### src/rtl/add_iter_pkg.sv
// add_iter_pkg: definitions shared by the iterative adder, the ripple
// subtractor and the condition-code logic of the SEQ ALU.
//   state_e  : IDLE / RUN / DONE sequencing states
//   flags_t  : x86-style flag bundle (of, zf, sf)
//   DEF_WIDTH, DEF_SLICE : default operand width and bits per iteration
//   idx_width() : width of a counter able to hold 0..n-1 (at least 1 bit)
package add_iter_pkg;

  localparam int DEF_WIDTH = 64;
  localparam int DEF_SLICE = 8;

  typedef enum logic [1:0] {
    ST_IDLE = 2'd0,
    ST_RUN  = 2'd1,
    ST_DONE = 2'd2
  } state_e;

  typedef struct packed {
    logic of;
    logic zf;
    logic sf;
  } flags_t;

  function automatic int idx_width(input int n);
    return (n > 1) ? $clog2(n) : 1;
  endfunction

endpackage

### src/rtl/add_iter_if.sv
// add_iter_if: request/result bundle of the iterative adder.
//   start, a, b          : request from the master (ALU sequencer)
//   busy, done           : status from the adder
//   sum, c_out           : arithmetic result
//   overflow, zf, sf     : condition flags (0 when flags are compiled out)
// Handshake: a request is accepted on a rising edge where start=1 and the
// adder is idle (busy=0, done=0); start at any other time is dropped, not
// queued. Results are valid while done=1 and hold until the next accepted
// start. a and b need only be stable on the accepting edge.
interface add_iter_if #(
  parameter int WIDTH = 64
) ();
  logic             start;
  logic [WIDTH-1:0] a;
  logic [WIDTH-1:0] b;
  logic             busy;
  logic             done;
  logic [WIDTH-1:0] sum;
  logic             c_out;
  logic             overflow;
  logic             zf;
  logic             sf;

  modport master (
    output start, a, b,
    input  busy, done, sum, c_out, overflow, zf, sf
  );

  modport slave (
    input  start, a, b,
    output busy, done, sum, c_out, overflow, zf, sf
  );
endinterface

### src/rtl/add_iter_slice.sv
// full_adder : one-bit full adder cell.
// add_slice  : SLICE-bit ripple adder built from full_adder cells.
//   a, b   : slice operands
//   ci     : carry in
//   s      : slice sum
//   co     : carry out of the slice MSB
//   c_msb  : carry into the slice MSB (gives signed overflow on the top slice)
module full_adder (
  input  logic a,
  input  logic b,
  input  logic ci,
  output logic s,
  output logic co
);
  assign s  = a ^ b ^ ci;
  assign co = (a & b) | (ci & (a ^ b));
endmodule

module add_slice #(
  parameter int SLICE = 8
) (
  input  logic [SLICE-1:0] a,
  input  logic [SLICE-1:0] b,
  input  logic             ci,
  output logic [SLICE-1:0] s,
  output logic             co,
  output logic             c_msb
);
  logic [SLICE:0] c;

  assign c[0] = ci;

  for (genvar i = 0; i < SLICE; i++) begin : g_fa
    full_adder u_fa (
      .a  (a[i]),
      .b  (b[i]),
      .ci (c[i]),
      .s  (s[i]),
      .co (c[i+1])
    );
  end

  assign co    = c[SLICE];
  assign c_msb = c[SLICE-1];
endmodule

### src/rtl/add_iter.sv
// add_iter: iterative WIDTH-bit adder, one SLICE-bit chunk per clock, LSB
// first, carry held in a register between chunks.
//   clk, rst  : clock and asynchronous active-high reset
//   bus       : add_iter_if slave (start/a/b in; busy/done/sum/c_out/flags out)
//   dbg_state : current FSM state, for checkers
// WIDTH must be a multiple of SLICE. Latency is WIDTH/SLICE cycles from the
// accepting edge to done; one operation per WIDTH/SLICE+2 cycles.
// Build option ADD_ITER_FLAGS_EN: when defined, overflow/zf/sf are computed
// and registered at the DONE transition; otherwise they are tied to 0.
module add_iter
  import add_iter_pkg::*;
#(
  parameter int WIDTH = DEF_WIDTH,
  parameter int SLICE = DEF_SLICE
) (
  input  logic   clk,
  input  logic   rst,
  add_iter_if.slave bus,
  output state_e dbg_state
);

  localparam int N     = WIDTH / SLICE;
  localparam int IDX_W = idx_width(N);
  localparam logic [IDX_W-1:0] IDX_LAST = IDX_W'(N - 1);

  state_e           state_q, state_d;
  logic [WIDTH-1:0] a_q, a_d;
  logic [WIDTH-1:0] b_q, b_d;
  logic [WIDTH-1:0] sum_q, sum_d;
  logic             carry_q, carry_d;
  logic [IDX_W-1:0] idx_q, idx_d;
  logic             c_out_q, c_out_d;
  flags_t           flags_q, flags_d;

  // Current slice datapath.
  logic [SLICE-1:0] a_sl, b_sl, s_sl;
  logic             co_sl, cmsb_sl;
  logic [WIDTH-1:0] sum_run;

  assign a_sl = a_q[idx_q*SLICE +: SLICE];
  assign b_sl = b_q[idx_q*SLICE +: SLICE];

  add_slice #(.SLICE(SLICE)) u_slice (
    .a     (a_sl),
    .b     (b_sl),
    .ci    (carry_q),
    .s     (s_sl),
    .co    (co_sl),
    .c_msb (cmsb_sl)
  );

  // Sum register with the current slice merged in; on the last slice this
  // is the final result, which the flags are derived from.
  always_comb begin
    sum_run = sum_q;
    sum_run[idx_q*SLICE +: SLICE] = s_sl;
  end

`ifndef ADD_ITER_FLAGS_EN
  logic unused_cmsb;
  assign unused_cmsb = cmsb_sl;
`endif

  always_comb begin
    state_d = state_q;
    a_d     = a_q;
    b_d     = b_q;
    sum_d   = sum_q;
    carry_d = carry_q;
    idx_d   = idx_q;
    c_out_d = c_out_q;
    flags_d = flags_q;

    unique case (state_q)
      ST_IDLE: begin
        if (bus.start) begin
          a_d     = bus.a;
          b_d     = bus.b;
          sum_d   = '0;
          carry_d = 1'b0;
          idx_d   = '0;
          c_out_d = 1'b0;
          flags_d = '0;
          state_d = ST_RUN;
        end
      end
      ST_RUN: begin
        sum_d   = sum_run;
        carry_d = co_sl;
        if (idx_q == IDX_LAST) begin
          idx_d   = '0;
          c_out_d = co_sl;
`ifdef ADD_ITER_FLAGS_EN
          flags_d.of = cmsb_sl ^ co_sl;
          flags_d.zf = (sum_run == '0);
          flags_d.sf = sum_run[WIDTH-1];
`endif
          state_d = ST_DONE;
        end else begin
          idx_d = idx_q + 1'b1;
        end
      end
      ST_DONE: begin
        state_d = ST_IDLE;
      end
      default: begin
        state_d = ST_IDLE;
      end
    endcase
  end

  always_ff @(posedge clk or posedge rst) begin
    if (rst) begin
      state_q <= ST_IDLE;
      a_q     <= '0;
      b_q     <= '0;
      sum_q   <= '0;
      carry_q <= 1'b0;
      idx_q   <= '0;
      c_out_q <= 1'b0;
      flags_q <= '0;
    end else begin
      state_q <= state_d;
      a_q     <= a_d;
      b_q     <= b_d;
      sum_q   <= sum_d;
      carry_q <= carry_d;
      idx_q   <= idx_d;
      c_out_q <= c_out_d;
      flags_q <= flags_d;
    end
  end

  assign bus.busy     = (state_q == ST_RUN);
  assign bus.done     = (state_q == ST_DONE);
  assign bus.sum      = sum_q;
  assign bus.c_out    = c_out_q;
  assign bus.overflow = flags_q.of;
  assign bus.zf       = flags_q.zf;
  assign bus.sf       = flags_q.sf;
  assign dbg_state    = state_q;

endmodule

### src/flat_wrapper.sv
// flat-port wrapper written by rule: the top's interface ports become plain ports
module add_iter_flat import add_iter_pkg::*;
#(
  parameter int WIDTH = DEF_WIDTH,
  parameter int SLICE = DEF_SLICE
)
  (clk, rst, dbg_state, bus_start, bus_a, bus_b, bus_busy, bus_done, bus_sum, bus_c_out, bus_overflow, bus_zf, bus_sf);
  add_iter_if #(.WIDTH(WIDTH)) bus_i ();
  input  logic clk;
  input  logic rst;
  output state_e dbg_state;
  input wire logic [$bits(bus_i.start)-1:0] bus_start;
  input wire logic [$bits(bus_i.a)-1:0] bus_a;
  input wire logic [$bits(bus_i.b)-1:0] bus_b;
  output wire logic [$bits(bus_i.busy)-1:0] bus_busy;
  output wire logic [$bits(bus_i.done)-1:0] bus_done;
  output wire logic [$bits(bus_i.sum)-1:0] bus_sum;
  output wire logic [$bits(bus_i.c_out)-1:0] bus_c_out;
  output wire logic [$bits(bus_i.overflow)-1:0] bus_overflow;
  output wire logic [$bits(bus_i.zf)-1:0] bus_zf;
  output wire logic [$bits(bus_i.sf)-1:0] bus_sf;
  assign bus_i.start = bus_start;
  assign bus_i.a = bus_a;
  assign bus_i.b = bus_b;
  assign bus_busy = bus_i.busy;
  assign bus_done = bus_i.done;
  assign bus_sum = bus_i.sum;
  assign bus_c_out = bus_i.c_out;
  assign bus_overflow = bus_i.overflow;
  assign bus_zf = bus_i.zf;
  assign bus_sf = bus_i.sf;
  add_iter #(.WIDTH(WIDTH), .SLICE(SLICE)) u_core (.clk(clk), .rst(rst), .bus(bus_i), .dbg_state(dbg_state));
endmodule
### config.mk
export PLATFORM = sky130hd
export DESIGN_NAME = add_iter_flat
export DESIGN_NICKNAME = d
export VERILOG_FILES = /design/src/rtl/add_iter_pkg.sv /design/src/rtl/add_iter_if.sv /design/src/rtl/add_iter_slice.sv /design/src/rtl/add_iter.sv /design/src/flat_wrapper.sv
export SDC_FILE = /design/constraint.sdc
export NUM_CORES = 1
export LEC_CHECK = 0
export BUFFER_PORTS_ARGS = -buffer_cell sky130_fd_sc_hd__buf_2
export CORE_ASPECT_RATIO = 0.8
export CORE_MARGIN = 1.5
export CORE_UTILIZATION = 35
export CTS_CLUSTER_SIZE = 20
export DETAILED_ROUTE_END_ITERATION = 16
export GPL_TIMING_DRIVEN = 0
export PLACE_DENSITY = 0.66
export RECOVER_POWER = 100
export SYNTH_ARGS = -nofsm -noshare
export SYNTH_HDL_FRONTEND = slang
export SYNTH_HIERARCHICAL = 1
export SYNTH_SLANG_ARGS = --single-unit
### constraint.sdc
create_clock -name clk -period 7.7 [get_ports clk]
set_input_delay 1.54 -clock clk [delete_from_list [all_inputs] [get_ports clk]]
set_output_delay 1.54 -clock clk [all_outputs]
set_load 0.005 [all_outputs]
==> flow_summary.json <==
{
  "post_cts_buffers": 0,
  "dieArea_mm2": 0.0264,
  "grt_max_degree": 102,
  "layout_min_cycle_time_ps": 5810,
  "hold_violations": 0,
  "setup_tns_ps": 0,
  "ant_nets": 0,
  "skew_ps": 11.9,
  "rows": 51,
  "io_buffers": 199,
  "rsz0062_at_grt": "false",
  "seq_area_frac_synth_pct": 56.0,
  "drtIter0Drc": 459,
  "grt_usage_pct": 20.4,
  "setup_slack_ps": 1890,
  "fill_cells": 2453,
  "io_pins": 203,
  "met1_usage_pct": 29.9,
  "synth_top_cell_area_share_pct": 56.0,
  "synth_cell_types": 39,
  "drt_pass1_iterations": 4,
  "hp-class": "flip-flop to flip-flop",
  "fin_area_mm2": 0.0108,
  "fin_cells": 1437,
  "final_min_period_over_clock_period_pct": 75.5,
  "syn_inst": 885,
  "drc": 0,
  "syn_area_mm2": 0.00889,
  "start_util_pct": 36.1,
  "drt-total-wl_mm": 26.2,
  "place_congestion": 0.807,
  "place_area_mm2": 0.0103,
  "crit_path_start_kind": "flip-flop",
  "worstPathMaxFanout": 10,
  "synth_flop_cell": "dfrtp_1",
  "cp-end-kind": "flip-flop",
  "status": "complete, but fails checks",
  "vias": 7075,
  "clock_path_buffers": 2,
  "cts-root-buf": "clkbuf_16",
  "clkLatencyLatePin_ps": 430,
  "setup_viol": 0,
  "worstMarginPinSlew_ps": 4430,
  "busiest_layer": "met2",
  "avgViaCountPerCell": 4.92,
  "routedWlPerCell_um": 18.2,
  "p_leak_nw": 5.87,
  "fmax_mhz": 172,
  "ir_worst_vdd_uv": 349,
  "grt_pass1_vias": 7037,
  "clock-sinks": 199,
  "cpPeakStageDelay_ps": 710,
  "die_h_um": 146,
  "grt_overflow": 0,
  "cts_tree": "done",
  "netlist_top_cells_count": "475 x nand2_1, 199 x dfrtp_1, 33 x a22o_1",
  "drive_above_1_share_pct": 22.4,
  "powerDensity_mw_per_mm2": 470,
  "async_reset_ff_share_pct": 100,
  "antenna_cells": 0,
  "slew_viol_final": 99,
  "path_class": "flip-flop to flip-flop",
  "nNetsFinal": 1250,
  "htreeDepth": 4,
  "grt_antenna_before_repair": 0,
  "utilization_pct": 44.0,
  "crit_chain": "clkbuf_1 > clkinv_1 > clkbuf_1 > nand2_1 > nand2_1 > fa_1 > fa_1 > fa_1 > fa_1 > fa_1 > fa_1 > fa_1 > fa_1 > inv_1 > mux2i_1",
  "cap_violations": 1,
  "synth_edf_count": 0,
  "slew_headroom_pct": -197,
  "die_w_um": 181,
  "yosysMostFrequentCell": "nand2_1",
  "met2_usage_pct": 31.0,
  "pre_cts_ws_ps": 2070,
  "syn_to_final_growth_pct": 21.8,
  "use_met3_pct": 4.18,
  "avgSynthCellArea_um2": 10.1,
  "synth.area.top_cells": "dfrtp_1 56%, nand2_1 20%, mux4_2 8.1%, mux2i_1 3.6%, a22o_1 3.2%",
  "core_mm2": 0.0246,
  "cp_slowest_cell": "fa_1",
  "crit_arrival_ps": 6170,
  "yosysWarnings": 6,
  "synth_seq_cells": 199,
  "violations": "max-capacitance violations, max-slew violations",
  "cts_resized": 0,
  "grt_pass1_wl_mm": 40.6,
  "cts_hold_buf": 0,
  "dp_hpwl_mm": 19.1,
  "cts.clk_slew.worst_paths_ps": 70,
  "place_inst": 1405,
  "crit_required_ps": 8050,
  "cp_common_cell": "fa_1",
  "cts_inserted_buffers": 17,
  "yosys.area.top_type": "dfrtp_1"
}
[routing by layer]
| metal | part of all wire, % | vias to the layer above |
|---|---|---|
| met5 | 0 | - |
| met4 | 1.2 | 0 |
| met3 | 6.9 | 19 |
| met2 | 45 | 291 |
| met1 | 47 | 3443 |
| li1 | - | 3322 |
[per-stage QoR]
| stage | hold slack [ps] | power, mW |
|---|---|---|
| 6_report | 472 | 5.10 |
| 4_1_cts | 475 | 5.15 |
| 3_3_place_gp | 452 | 4.18 |
| 2_1_floorplan | 440 | 3.28 |
| 5_1_grt | 491 | 5.45 |
| 3_5_place_dp | 457 | 4.24 |
[cell usage in the layout, fill, tap and decap left out, types with 5 or more instances in the layout]
master     netlist  routed
dfrtp_1        199     199
nand2_1        475     475
o21ai_0          4       6
clkbuf_1        20      65
buf_2           20     177
mux2i_1         32      32
fa_1             8       8
ha_1             5       5
a22o_1          33      33
clkbuf_16        0      17
mux4_2          32      32
inv_1           13      12
[worst max-delay path, delay by kind of cell, from the launching register on]
family	cells	cell delay, ps
adders and majority gates	8	3470
buffers and inverters	4	1360
DFF	1	500
and+or+nand+nor	2	230
muxes	1	150
[power breakdown]
group	switching [mW]	internal [mW]	total [mW]
registers	0.243	1.47	1.71
clock network	0.425	0.478	0.903
logic	1.56	0.927	2.48
[cell families after synthesis]
| kind of cell | share of synthesized area, % |
|---|---|
| compound gates | 4.00 |
| fa+ha+maj | 2.50 |
| buf+inv | 3.19 |
| flops | 56.0 |
| mux | 11.7 |
| other cells | 0.0422 |
| simple gates | 22.6 |
[flip-flops by register name, summed over array words and instances (netlist names)]
register          flops
u_core/b_q           64
u_core/bus.c_out      1
u_core/idx_q          3
u_core/dbg_state      2
u_core/bus.sum       64
u_core/carry_q        1
u_core/a_q           64
[path summary, 6_finish.rpt]
| check | to | cells past startpoint | slack (ps) | startpoint |
|---|---|---|---|---|
| worst max-delay path | u_core/bus.sum[55] | 15 | 1890 | u_core/idx_q[0] |
| min in group asynchronous | u_core/bus.sum[10] | 2 | 2440 | rst |
| max in group asynchronous | u_core/bus.sum[32] | 2 | 3270 | rst |
| worst max register to register | u_core/bus.sum[55] | 15 | 1890 | u_core/idx_q[0] |
| worst min-delay path | u_core/a_q[44] | 2 | 470 | u_core/a_q[44] |
| worst min register to register | u_core/a_q[44] | 2 | 470 | u_core/a_q[44] |
[final cells by class]
cell class / count / area (µm²) / share of cell area, %
flip-flops and latches: 199 / 4980 / 45.9
multi-input cells: 623 / 3610 / 33.3
repair buffers: 200 / 988 / 9.12
clock buffers: 20 / 457 / 4.21
well taps: 318 / 398 / 3.67
plain buffers: 51 / 215 / 1.99
clock inverters: 12 / 135 / 1.25
inverters: 14 / 53.8 / 0.496
No activity file was read; power rests on OpenSTA's default activity.
